$ cat src/rtl/exec_pkg.sv
// Shared types for the register-bank execute sequencer.
// Opcode and FSM state encodings plus default sizes.
package exec_pkg;

  localparam int DEF_WIDTH = 8;
  localparam int DEF_AW    = 3;

  typedef enum logic [2:0] {
    OP_ADD  = 3'd0,
    OP_SUB  = 3'd1,
    OP_AND  = 3'd2,
    OP_OR   = 3'd3,
    OP_XOR  = 3'd4,
    OP_ADDI = 3'd5,
    OP_SHL  = 3'd6,
    OP_LI   = 3'd7
  } op_e;

  typedef enum logic [2:0] {
    S_IDLE,
    S_READ,
    S_EXEC,
    S_WRITE,
    S_SETTLE
  } state_e;

endpackage

$ cat src/rtl/reg_bank_exec_alu8_comb.sv
// 8-bit combinational ALU: result, carry/borrow and zero flag.
// Registered by the sequencer at the end of EXEC.
module alu8_comb
  import exec_pkg::*;
(
  input  logic [7:0] a,
  input  logic [7:0] b,
  input  logic [7:0] imm,
  input  op_e        op,
  output logic [7:0] result,
  output logic       carry,
  output logic       zero
);

  logic [8:0]  sum;
  logic [15:0] sh;

  always_comb begin
    sum    = '0;
    sh     = {8'h00, a} << b[2:0];
    result = '0;
    carry  = 1'b0;
    unique case (op)
      OP_ADD: begin
        sum    = {1'b0, a} + {1'b0, b};
        result = sum[7:0];
        carry  = sum[8];
      end
      OP_SUB: begin
        // bit 8 of the 9-bit difference is the borrow
        sum    = {1'b0, a} - {1'b0, b};
        result = sum[7:0];
        carry  = sum[8];
      end
      OP_AND: result = a & b;
      OP_OR:  result = a | b;
      OP_XOR: result = a ^ b;
      OP_ADDI: begin
        sum    = {1'b0, a} + {1'b0, imm};
        result = sum[7:0];
        carry  = sum[8];
      end
      OP_SHL: begin
        result = sh[7:0];
        carry  = sh[8];
      end
      OP_LI: result = imm;
    endcase
    zero = (result == 8'h00);
  end

endmodule

$ cat src/rtl/reg_bank_exec_seq.sv
// Multi-cycle execute sequencer driving the 8x8 register bank.
// IDLE -> READ -> EXEC -> WRITE -> SETTLE -> IDLE, one instr at a time.
module reg_bank_exec_seq
  import exec_pkg::*;
#(
  parameter int WIDTH         = DEF_WIDTH,
  parameter int AW            = DEF_AW,
  parameter int SETTLE_CYCLES = 1
) (
  input  logic             clk,
  input  logic             rst,
  input  logic             instr_valid,
  output logic             instr_ready,
  input  logic [2:0]       op,
  input  logic [AW-1:0]    rd_addr,
  input  logic [AW-1:0]    rs1_addr,
  input  logic [AW-1:0]    rs2_addr,
  input  logic [WIDTH-1:0] imm,
  output logic [AW-1:0]    ra1,
  output logic [AW-1:0]    ra2,
  input  logic [WIDTH-1:0] rd1,
  input  logic [WIDTH-1:0] rd2,
  output logic             we,
  output logic [AW-1:0]    wa,
  output logic [WIDTH-1:0] wd,
  output logic             done,
  output logic             flag_z,
  output logic             flag_c
);

  localparam int CW =
    (SETTLE_CYCLES > 1) ? $clog2(SETTLE_CYCLES) : 1;

  state_e           state_q, state_d;
  op_e              op_q, op_d;
  logic [AW-1:0]    rd_q, rd_d;
  logic [WIDTH-1:0] imm_q, imm_d;
  logic [WIDTH-1:0] a_q, a_d;
  logic [WIDTH-1:0] b_q, b_d;
  logic [AW-1:0]    ra1_q, ra1_d;
  logic [AW-1:0]    ra2_q, ra2_d;
  logic             we_q, we_d;
  logic [AW-1:0]    wa_q, wa_d;
  logic [WIDTH-1:0] wd_q, wd_d;
  logic             done_q, done_d;
  logic             rdy_q, rdy_d;
  logic             z_q, z_d;
  logic             c_q, c_d;
  logic [CW-1:0]    cnt_q, cnt_d;

  logic [7:0] alu_res;
  logic       alu_c;
  logic       alu_z;

  alu8_comb u_alu (
    .a      (a_q),
    .b      (b_q),
    .imm    (imm_q),
    .op     (op_q),
    .result (alu_res),
    .carry  (alu_c),
    .zero   (alu_z)
  );

  always_comb begin
    state_d = state_q;
    op_d    = op_q;
    rd_d    = rd_q;
    imm_d   = imm_q;
    a_d     = a_q;
    b_d     = b_q;
    ra1_d   = ra1_q;
    ra2_d   = ra2_q;
    we_d    = 1'b0;
    wa_d    = wa_q;
    wd_d    = wd_q;
    done_d  = 1'b0;
    rdy_d   = rdy_q;
    z_d     = z_q;
    c_d     = c_q;
    cnt_d   = cnt_q;
    unique case (state_q)
      S_IDLE: begin
        if (instr_valid) begin
          op_d    = op_e'(op);
          rd_d    = rd_addr;
          imm_d   = imm;
          ra1_d   = rs1_addr;
          ra2_d   = rs2_addr;
          rdy_d   = 1'b0;
          state_d = S_READ;
        end
      end
      S_READ: begin
        a_d     = rd1;
        b_d     = rd2;
        state_d = S_EXEC;
      end
      S_EXEC: begin
        wd_d    = alu_res;
        wa_d    = rd_q;
        z_d     = alu_z;
        c_d     = alu_c;
        // register 0 is hardwired: never write it
        we_d    = (rd_q != '0);
        state_d = S_WRITE;
      end
      S_WRITE: begin
        cnt_d   = CW'(SETTLE_CYCLES - 1);
        state_d = S_SETTLE;
      end
      S_SETTLE: begin
        if (cnt_q == '0) begin
          done_d  = 1'b1;
          rdy_d   = 1'b1;
          state_d = S_IDLE;
        end else begin
          cnt_d = cnt_q - 1'b1;
        end
      end
      default: begin
        rdy_d   = 1'b1;
        state_d = S_IDLE;
      end
    endcase
  end

  always_ff @(posedge clk or negedge rst) begin
    if (!rst) begin
      state_q <= S_IDLE;
      op_q    <= OP_ADD;
      rd_q    <= '0;
      imm_q   <= '0;
      a_q     <= '0;
      b_q     <= '0;
      ra1_q   <= '0;
      ra2_q   <= '0;
      we_q    <= 1'b0;
      wa_q    <= '0;
      wd_q    <= '0;
      done_q  <= 1'b0;
      rdy_q   <= 1'b1;
      z_q     <= 1'b0;
      c_q     <= 1'b0;
      cnt_q   <= '0;
    end else begin
      state_q <= state_d;
      op_q    <= op_d;
      rd_q    <= rd_d;
      imm_q   <= imm_d;
      a_q     <= a_d;
      b_q     <= b_d;
      ra1_q   <= ra1_d;
      ra2_q   <= ra2_d;
      we_q    <= we_d;
      wa_q    <= wa_d;
      wd_q    <= wd_d;
      done_q  <= done_d;
      rdy_q   <= rdy_d;
      z_q     <= z_d;
      c_q     <= c_d;
      cnt_q   <= cnt_d;
    end
  end

  assign instr_ready = rdy_q;
  assign ra1         = ra1_q;
  assign ra2         = ra2_q;
  assign we          = we_q;
  assign wa          = wa_q;
  assign wd          = wd_q;
  assign done        = done_q;
  assign flag_z      = z_q;
  assign flag_c      = c_q;

endmodule

$ cat config.mk
export PLATFORM = sky130hd
export DESIGN_NAME = reg_bank_exec_seq
export DESIGN_NICKNAME = d
export VERILOG_FILES = /design/src/rtl/exec_pkg.sv /design/src/rtl/reg_bank_exec_alu8_comb.sv /design/src/rtl/reg_bank_exec_seq.sv
export SDC_FILE = /design/constraint.sdc
export NUM_CORES = 1
export LEC_CHECK = 0
export BUFFER_PORTS_ARGS = -buffer_cell sky130_fd_sc_hd__buf_2
export CAP_MARGIN = 15
export CORE_ASPECT_RATIO = 1.1
export CORE_MARGIN = 2
export CORE_UTILIZATION = 62
export DETAILED_ROUTE_END_ITERATION = 6
export PLACE_DENSITY = 0.86
export SLEW_MARGIN = 30
export SYNTH_ARGS = -nofsm -noshare
export SYNTH_HDL_FRONTEND = slang
export SYNTH_HIERARCHICAL = 1
export SYNTH_SLANG_ARGS = --single-unit
$ cat constraint.sdc
create_clock -name clk -period 4.6 [get_ports clk]
set_input_delay 0.92 -clock clk [delete_from_list [all_inputs] [get_ports clk]]
set_output_delay 0.92 -clock clk [all_outputs]
set_load 0.02 [all_outputs]
==> results of run 1 <==
==> registers in the layout, indices dropped and copies added, names as in the netlist, 8 cells and up <==
name   flops
b_q        8
imm_q      8
a_q        8
wd         8
==> cell families after synthesis <==
group	synth area share
compound gates	0.168
xor+xnor	0.0215
fa+ha+maj	0.116
buf+inv	0.0749
flops	0.338
mux	0.171
simple gates	0.110
==> cells in the mapped netlist, types with 4 or more instances <==
library cell / n
a22oi_1: 6
o21ai_1: 4
dfrtp_1: 54
buf_6: 6
ha_1: 33
mux2_2: 39
nand2_1: 18
o211ai_1: 9
mux2i_1: 7
nand3_1: 4
a211oi_1: 4
o21bai_1: 5
nand2b_1: 4
nor3_1: 5
nor2b_1: 7
nor2_1: 21
buf_4: 5
mux2_4: 11
a21oi_1: 16
o21ai_0: 19
xnor2_1: 7
inv_1: 26
clkbuf_8: 6
==> through the flow <==
| stage | setup slack [ns] | util | std cells |
|---|---|---|---|
| 2_1_floorplan | 1.60 | - | 382 |
| 3_3_place_gp | 1.28 | 0.664 | 508 |
| 3_5_place_dp | 1.23 | 0.667 | 509 |
| 4_1_cts | 1.21 | 0.688 | 517 |
| 5_1_grt | 0.864 | 0.688 | 517 |
| 6_report | 1.18 | 0.688 | 517 |
==> path summary, 6_finish.rpt <==
kind / from / endpoint / slack [ns] / depth (start not counted)
worst max-delay path: b_q[1] / flag_z / 1.18 / 11
min in group asynchronous: rst / a_q[0] / 0.71 / 2
worst min-delay path: instr_ready / instr_ready / 0.51 / 1
worst max register to register: b_q[1] / flag_z / 1.18 / 11
max in group asynchronous: rst / flag_c / 3.43 / 2
worst min register to register: instr_ready / instr_ready / 0.51 / 1
==> worst max-delay path, stage by stage (launching register included) <==
cell	delay [ns]
dfrtp_1	0.74
inv_1	0.27
ha_1	0.41
o21ba_2	0.16
o21bai_1	0.09
a21o_1	0.21
a2111oi_0	0.42
o32ai_1	0.15
xnor2_1	0.14
a221o_2	0.35
nor4_2	0.24
mux2_2	0.18
==> per-layer routing <==
metal	vias to the layer above	wire length, um	track usage
li1	1491	-	-
met1	1510	4140	0.372
met2	119	4830	0.475
met3	19	594	0.0545
met4	0	242	0.0894
met5	-	0	0
==> area by class of cell <==
class | instances | area, um^2
fill | 460 | 2020
inverter | 26 | 97.6
clock inverter | 3 | 71.3
timing repair buffer | 64 | 338
sequential | 55 | 1380
multi-input combinational | 282 | 2400
tap | 82 | 103
clock buffer | 5 | 68.8
==> flow_summary.yaml, run 1 <==
cts:
  cts_resized: 0
  clock_latency_ns: 0.31
  clk_pin_slew_ns: 0.10
  cts_buffer_depth: 2
  cts-root-buf: "clkbuf_8"
  htreeDepth: 2
  ctsHoldBuffers: 0
  cts_setup_buffers: 0
  cts_buffers: 5
  cts_tree: "built"
  clock_sinks: 55
timing:
  worstMarginPinSlew_ns: 0.770
  finalMaxSlewViolations: 0
  fin_crit_sh: 0.744
  rsz0062_at_grt: "no"
  finalSetupTns_ns: 0
  fin_skew_ns: 0.00415
  max_freq_mhz: 292
  timing.hold.ws_ns: 0.514
  final_hold_viol_count: 0
  period_needed_ns: 3.42
  slew_headroom: 0.483
  setup_viol: 0
die:
  start_util: 0.629
  io-pin-count: 61
  core_um2: 6480
  die_w_um: 81.3
  die_y_um: 89.0
  die_area_um2: 7240
  rows: 31
synthesis:
  synth-seq-area-share: 0.338
  syn_area_per_cell_um2: 10.7
  netlist_area_um2: 4080
  synth.top_cell.area_share: 0.331
  syn_nets: 457
  synthCells: 382
  yosysTopAreaCell: "dfrtp_1"
  async_flop_share: 1.00
  synth_warnings: 6
  ys_ff_latch: 55
  synth_flop_cell: "dfrtp_1"
  synth.distinct_cells: 65
  synth_edf_count: 0
  synth.area.top_cells: "dfrtp_1 (33%), mux2_2 (11%), ha_1 (10%)"
run:
  maxCapViolations: 0
routing:
  drt_iter0_drc: 263
  routedWlPerCell_um: 19.0
  drcViolationCount: 0
  postRouteAntennaNets: 0
  totalWireLength_um: 9800
  vias: 3139
  vias_per_cell: 6.07
  firstDrtPassIters: 7
finish:
  drive_above_1_share: 0.324
  areaGrowthSynthToFinish_pct: 9.36
  final_common_cell: "buf_2"
  mostFrequentLayoutCells: "buf_2 (60), dfrtp_1 (54), mux2_2 (39)"
  fin_nets: 509
  num_antenna_cells: 0
  final_area_um2: 4460
critical_path:
  required_ns: 4.86
  startpoint_type: "flop"
  cp_max_fo: 17
  worst_setup_path_end_kind: "flop"
  worst-setup-path-type: "flop to flop"
  arrival_ns: 3.68
placed_design:
  dpl.hpwl_um: 7490
  port_buffers: 60
  dpl_cell_area_um2: 4320
  gp_congestion: 0.911
global_route:
  grt_pass1_wl_um: 15600
  grt_overflow: 0
  grt_max_degree: 56
  track_usage: 0.284
  grt_antenna_before_repair: 0
  grt_pass1_vias: 3087
hold_path:
  min_path_type: "flop to flop"
outcome:
  status: "finished clean"
Power of run 1 is left out: the tool's default activity adds up to more than one toggle a clock period on the data nets, which glitch-free logic cannot reach.
==> run 2: changes to the inputs <==
--- a/config.mk
+++ b/config.mk
@@ -9,9 +9,9 @@
 export CAP_MARGIN = 15
 export CORE_ASPECT_RATIO = 1.1
 export CORE_MARGIN = 2
-export CORE_UTILIZATION = 62
+export CORE_UTILIZATION = 52
 export DETAILED_ROUTE_END_ITERATION = 6
-export PLACE_DENSITY = 0.86
+export PLACE_DENSITY = 0.77
 export SLEW_MARGIN = 30
 export SYNTH_ARGS = -nofsm -noshare
 export SYNTH_HDL_FRONTEND = slang
==> constraint.sdc (replaced) <==
create_clock -name clk -period 3 [get_ports clk]
set_input_delay 0.6 -clock clk [delete_from_list [all_inputs] [get_ports clk]]
set_output_delay 0.6 -clock clk [all_outputs]
set_load 0.02 [all_outputs]
==> run 2 against run 1 <==
Against the previous run:
- core utilization is 6.0 points lower
- sequential share of layout area shrank 1.6 points
- die area grew 18%
- via count rose by 4.7%
- wire length up 3.8%
- non-clock buffer count up 22
- final cell count increased by 8.7%
==> flow_summary.yaml, run 2 (synthesis results as in run 1) <==
finish:
  areaGrowthSynthToFinish_pct: 15.8
  drive_above_1_share: 0.398
  mostFrequentLayoutCells: "buf_2 (60), dfrtp_1 (51), mux2_2 (38)"
  final_common_cell: "buf_2"
  num_antenna_cells: 0
  fin_nets: 531
routing:
  drcViolationCount: 0
  dr_wl_met3_um: 590
  routedWlPerCell_um: 18.1
  drt_iter0_drc: 323
  firstDrtPassIters: 6
  top_layer_used: "met4"
  wl_met2_um: 4830
  postRouteAntennaNets: 0
  vias_per_cell: 5.85
  wl_met1_um: 4450
  totalWireLength_um: 10200
  vias: 3285
critical_path:
  worst-setup-path-type: "flop to flop"
  r2r_setup_slack_ns: 0.02
  worst_setup_path_end_kind: "flop"
  reg2reg_depth: 12
  worstReg2RegStart: "a_q[0]"
  startpoint_type: "flop"
  arrival_ns: 3.25
  cp_max_fo: 5
  required_ns: 3.27
  r2r_end: "flag_z"
cts:
  cts-root-buf: "clkbuf_8"
  clock_latency_ns: 0.33
  clk_pin_slew_ns: 0.11
  clock_sinks: 55
  cts_buffers: 5
  cts_buffer_depth: 2
  cts_tree: "built"
  htreeDepth: 2
  ctsHoldBuffers: 0
global_route:
  track_usage: 0.246
  grt_overflow: 0
  grt_max_degree: 27
  grt_pass1_vias: 3327
  grt_antenna_before_repair: 0
  grt_pass1_wl_um: 16500
die:
  die_w_um: 88.4
  core_um2: 7510
  rows: 33
  start_util: 0.542
  die_y_um: 96.9
  io-pin-count: 61
  die_area_um2: 8560
timing:
  final_hold_viol_count: 0
  slew_headroom: 0.506
  fin_ws_ns: 0.0212
  setup_viol: 0
  worstMarginPinSlew_ns: 0.741
  max_freq_mhz: 336
  fin_skew_ns: 0.0125
  period_needed_ns: 2.98
  rsz0062_at_grt: "yes"
  fin_crit_sh: 0.993
  finalMaxSlewViolations: 0
run:
  maxCapViolations: 0
outcome:
  status: "finished clean"
placed_design:
  gp_congestion: 1.02
  port_buffers: 60
  dpl.hpwl_um: 7930
  place_ws_ns: -0.00605
hold_path:
  min_path_type: "input pin to async pin"
run 2: worst max-delay path by stage:
| stage | to | start | slack (ns) | cells after the start |
|---|---|---|---|---|
| after floorplan | flag_z | b_q[1] | 0.004 | 13 |
| after global placement | flag_z | a_q[0] | 0.06 | 12 |
| after detailed placement | flag_z | a_q[0] | -0.006 | 12 |
| after CTS | flag_z | a_q[0] | 0.02 | 12 |
| after global routing | flag_z | a_q[0] | -0.06 | 12 |
| final | flag_z | a_q[0] | 0.02 | 12 |
run 2: area by class of cell:
class / instances / area (um^2)
Timing Repair Buffer: 86 / 520
Clock inverter: 3 / 33.8
Clock buffer: 5 / 68.8
Tap cell: 105 / 131
Sequential cell: 55 / 1380
Fill cell: 630 / 2790
Multi-Input combinational cell: 282 / 2490
Inverter: 26 / 97.6
run 2: metal layers:
layer	global-route usage	up-vias
li1	-	1530
met3	0.0375	23
met1	0.336	1593
met4	0.0921	0
met2	0.391	139
met5	0	-
run 2: stage by stage:
stage	hold WS [ns]	area, um^2	setup TNS [ns]	std cells	utilization
final	0.235	4720	0	562	0.628
after global routing	0.282	4720	-0.0600	562	0.628
after CTS	0.254	4610	0	559	0.614
after detailed placement	0.493	4510	-0.00605	551	0.600
after global placement	0.486	4510	0	551	0.600
after floorplan	0.304	4080	0	382	-
run 2: worst max-delay path, cell delays in order, from the launching register on:
cell	delay, ns
dfrtp_2	0.45
ha_4	0.16
inv_2	0.03
fa_2	0.50
nand2_1	0.05
o21ai_1	0.12
o22ai_1	0.12
a221oi_2	0.29
a21oi_2	0.07
or3_4	0.33
or3_4	0.38
nor4_4	0.25
mux2_4	0.17
run 2: what timing repair did:
action	CTS	global route
gates resized for setup	2	23
endpoints found under the setup margin	1	2
pin swaps	0	4
gates cloned	0	0
buffers inserted	0	3
Power of run 2 is left out for the same reason.
==> run 3: changes to the inputs <==
--- a/config.mk
+++ b/config.mk
@@ -5,13 +5,13 @@
 export SDC_FILE = /design/constraint.sdc
 export NUM_CORES = 1
 export LEC_CHECK = 0
+export ABC_AREA = 0
 export BUFFER_PORTS_ARGS = -buffer_cell sky130_fd_sc_hd__buf_2
 export CAP_MARGIN = 15
 export CORE_ASPECT_RATIO = 1.1
-export CORE_MARGIN = 2
-export CORE_UTILIZATION = 52
+export CORE_UTILIZATION = 58
 export DETAILED_ROUTE_END_ITERATION = 6
-export PLACE_DENSITY = 0.77
+export PLACE_DENSITY = 0.81
 export SLEW_MARGIN = 30
 export SYNTH_ARGS = -nofsm -noshare
 export SYNTH_HDL_FRONTEND = slang
==> constraint.sdc (replaced) <==
create_clock -name clk -period 3.3 [get_ports clk]
set_input_delay 0.66 -clock clk [delete_from_list [all_inputs] [get_ports clk]]
set_output_delay 0.66 -clock clk [all_outputs]
set_load 0.02 [all_outputs]
==> run 3 against run 2 <==
Against the previous run:
- hold slack better by 0.13 ns
- maximum frequency down 2.8%
- final cell count is 7.1% lower
- wire length shrank 6.4%
- sequential share of layout area rose by 1.7 points
- flip-flop and latch count unchanged
- die area shrank 14%
- clock-buffer cell count is 1 higher
- final area fell by 5.8%
- via count shrank 0.12%
- global-route usage up 3.4 points
==> flow_summary.yaml, run 3 (synthesis results as in run 1) <==
finish:
  mostFrequentLayoutCells: "buf_2 (60), dfrtp_1 (53), mux2_2 (39)"
  areaGrowthSynthToFinish_pct: 9.15
  final_common_cell: "buf_2"
  fin_nets: 514
  drive_above_1_share: 0.334
  num_antenna_cells: 0
critical_path:
  r2r_end: "flag_z"
  arrival_ns: 3.32
  worst_setup_path_end_kind: "flop"
  required_ns: 3.55
  reg2reg_depth: 10
  worstReg2RegStart: "a_q[2]"
  worst-setup-path-type: "flop to flop"
  cp_max_fo: 8
  r2r_setup_slack_ns: 0.24
  startpoint_type: "flop"
global_route:
  grtUsageMet2: 0.433
  grt_pass1_vias: 3296
  track_usage: 0.280
  grt-busiest-layer: "met2"
  grt_overflow: 0
  grt_max_degree: 33
  use_met3: 0.0406
  met1_usage: 0.387
  grt_antenna_before_repair: 0
  grt_pass1_wl_um: 16000
outcome:
  status: "finished clean"
routing:
  firstDrtPassIters: 5
  drt_iter0_drc: 374
  drcViolationCount: 0
  vias_per_cell: 6.29
  routedWlPerCell_um: 18.3
  vias: 3281
  totalWireLength_um: 9530
  postRouteAntennaNets: 0
placed_design:
  port_buffers: 60
  dpl.hpwl_um: 7250
  gp_congestion: 0.936
die:
  die_y_um: 89.9
  start_util: 0.611
  core_um2: 6670
  io-pin-count: 61
  die_w_um: 81.9
  rows: 31
  die_area_um2: 7370
cts:
  clock_sinks: 55
  htreeDepth: 2
  clk_pin_slew_ns: 0.10
  clock_latency_ns: 0.30
  cts_tree: "built"
  cts_buffer_depth: 2
  cts_buffers: 5
  cts_setup_buffers: 0
  cts-root-buf: "clkbuf_8"
timing:
  rsz0062_at_grt: "no"
  worstMarginPinSlew_ns: 0.791
  period_needed_ns: 3.06
  finalMaxSlewViolations: 0
  max_freq_mhz: 326
  final_hold_viol_count: 0
  fin_crit_sh: 0.929
  slew_headroom: 0.469
  setup_viol: 0
  fin_skew_ns: 0.00286
  finalSetupTns_ns: 0
run:
  maxCapViolations: 0
hold_path:
  min_path_type: "input pin to async pin"
## run 3: cell count changes in the layout (fill, tap and decap cells not counted), moves of 2 or more
| cell | previous run | this run |
|---|---|---|
| a211oi_1 | 2 | 4 |
| a211oi_2 | 2 | 0 |
| buf_12 | 2 | 0 |
| buf_4 | 24 | 8 |
| dfrtp_1 | 51 | 53 |
| dfrtp_2 | 3 | 1 |
| fa_1 | 1 | 3 |
| fa_2 | 2 | 0 |
| ha_1 | 30 | 33 |
| ha_4 | 2 | 0 |
| inv_1 | 23 | 26 |
| inv_2 | 3 | 0 |
| or3_4 | 2 | 0 |
## run 3: metrics by stage
step                hold slack, ns  area [um^2]  std cells  setup slack (ns)  utilization
global route                 0.430         4450        522             0.103        0.667
floorplan                    0.364         4080        382             0.304            -
CTS                          0.388         4440        521             0.170        0.665
detailed placement           0.490         4340        513             0.185        0.651
global placement             0.484         4340        513             0.315        0.651
finish                       0.368         4450        522             0.236        0.667
## run 3: layout make-up
class | count | area, um^2
fillers | 528 | 2220
well taps | 82 | 103
repair buffers | 69 | 372
clock inverters | 2 | 13.8
clock buffers | 6 | 82.6
inverters | 26 | 97.6
multi-input cells | 282 | 2400
flip-flops and latches | 55 | 1380
## run 3: critical path, cell delays in order, from the launching register on
cell and delay [ns]:
dfrtp_1 0.53, inv_1 0.09, ha_1 0.47, o21bai_1 0.17, a21o_1 0.22, a2111oi_0 0.45, o32ai_1 0.15, xnor2_1 0.15
a221o_2 0.36, nor4_2 0.24, mux2_2 0.18
## run 3: worst max path at each step
stage | start | end | slack [ns] | cells past startpoint
floorplan | b_q[1] | flag_z | 0.30 | 13
detailed placement | a_q[1] | flag_z | 0.19 | 11
CTS | a_q[1] | flag_z | 0.17 | 11
global placement | a_q[1] | flag_z | 0.31 | 11
finish | a_q[2] | flag_z | 0.24 | 10
global route | a_q[1] | flag_z | 0.10 | 11
## run 3: what timing repair did
action	CTS	global route
hold endpoints to repair	0	0
setup endpoints to repair	0	1
hold buffers	0	0
resized for setup	0	1
## run 3: metal layers
layer  vias up  part of all wire
met4         0             0.043
li1       1504                 -
met3        47             0.074
met2       168              0.47
met5         -                 0
met1      1562              0.42
Power of run 3 is left out for the same reason.
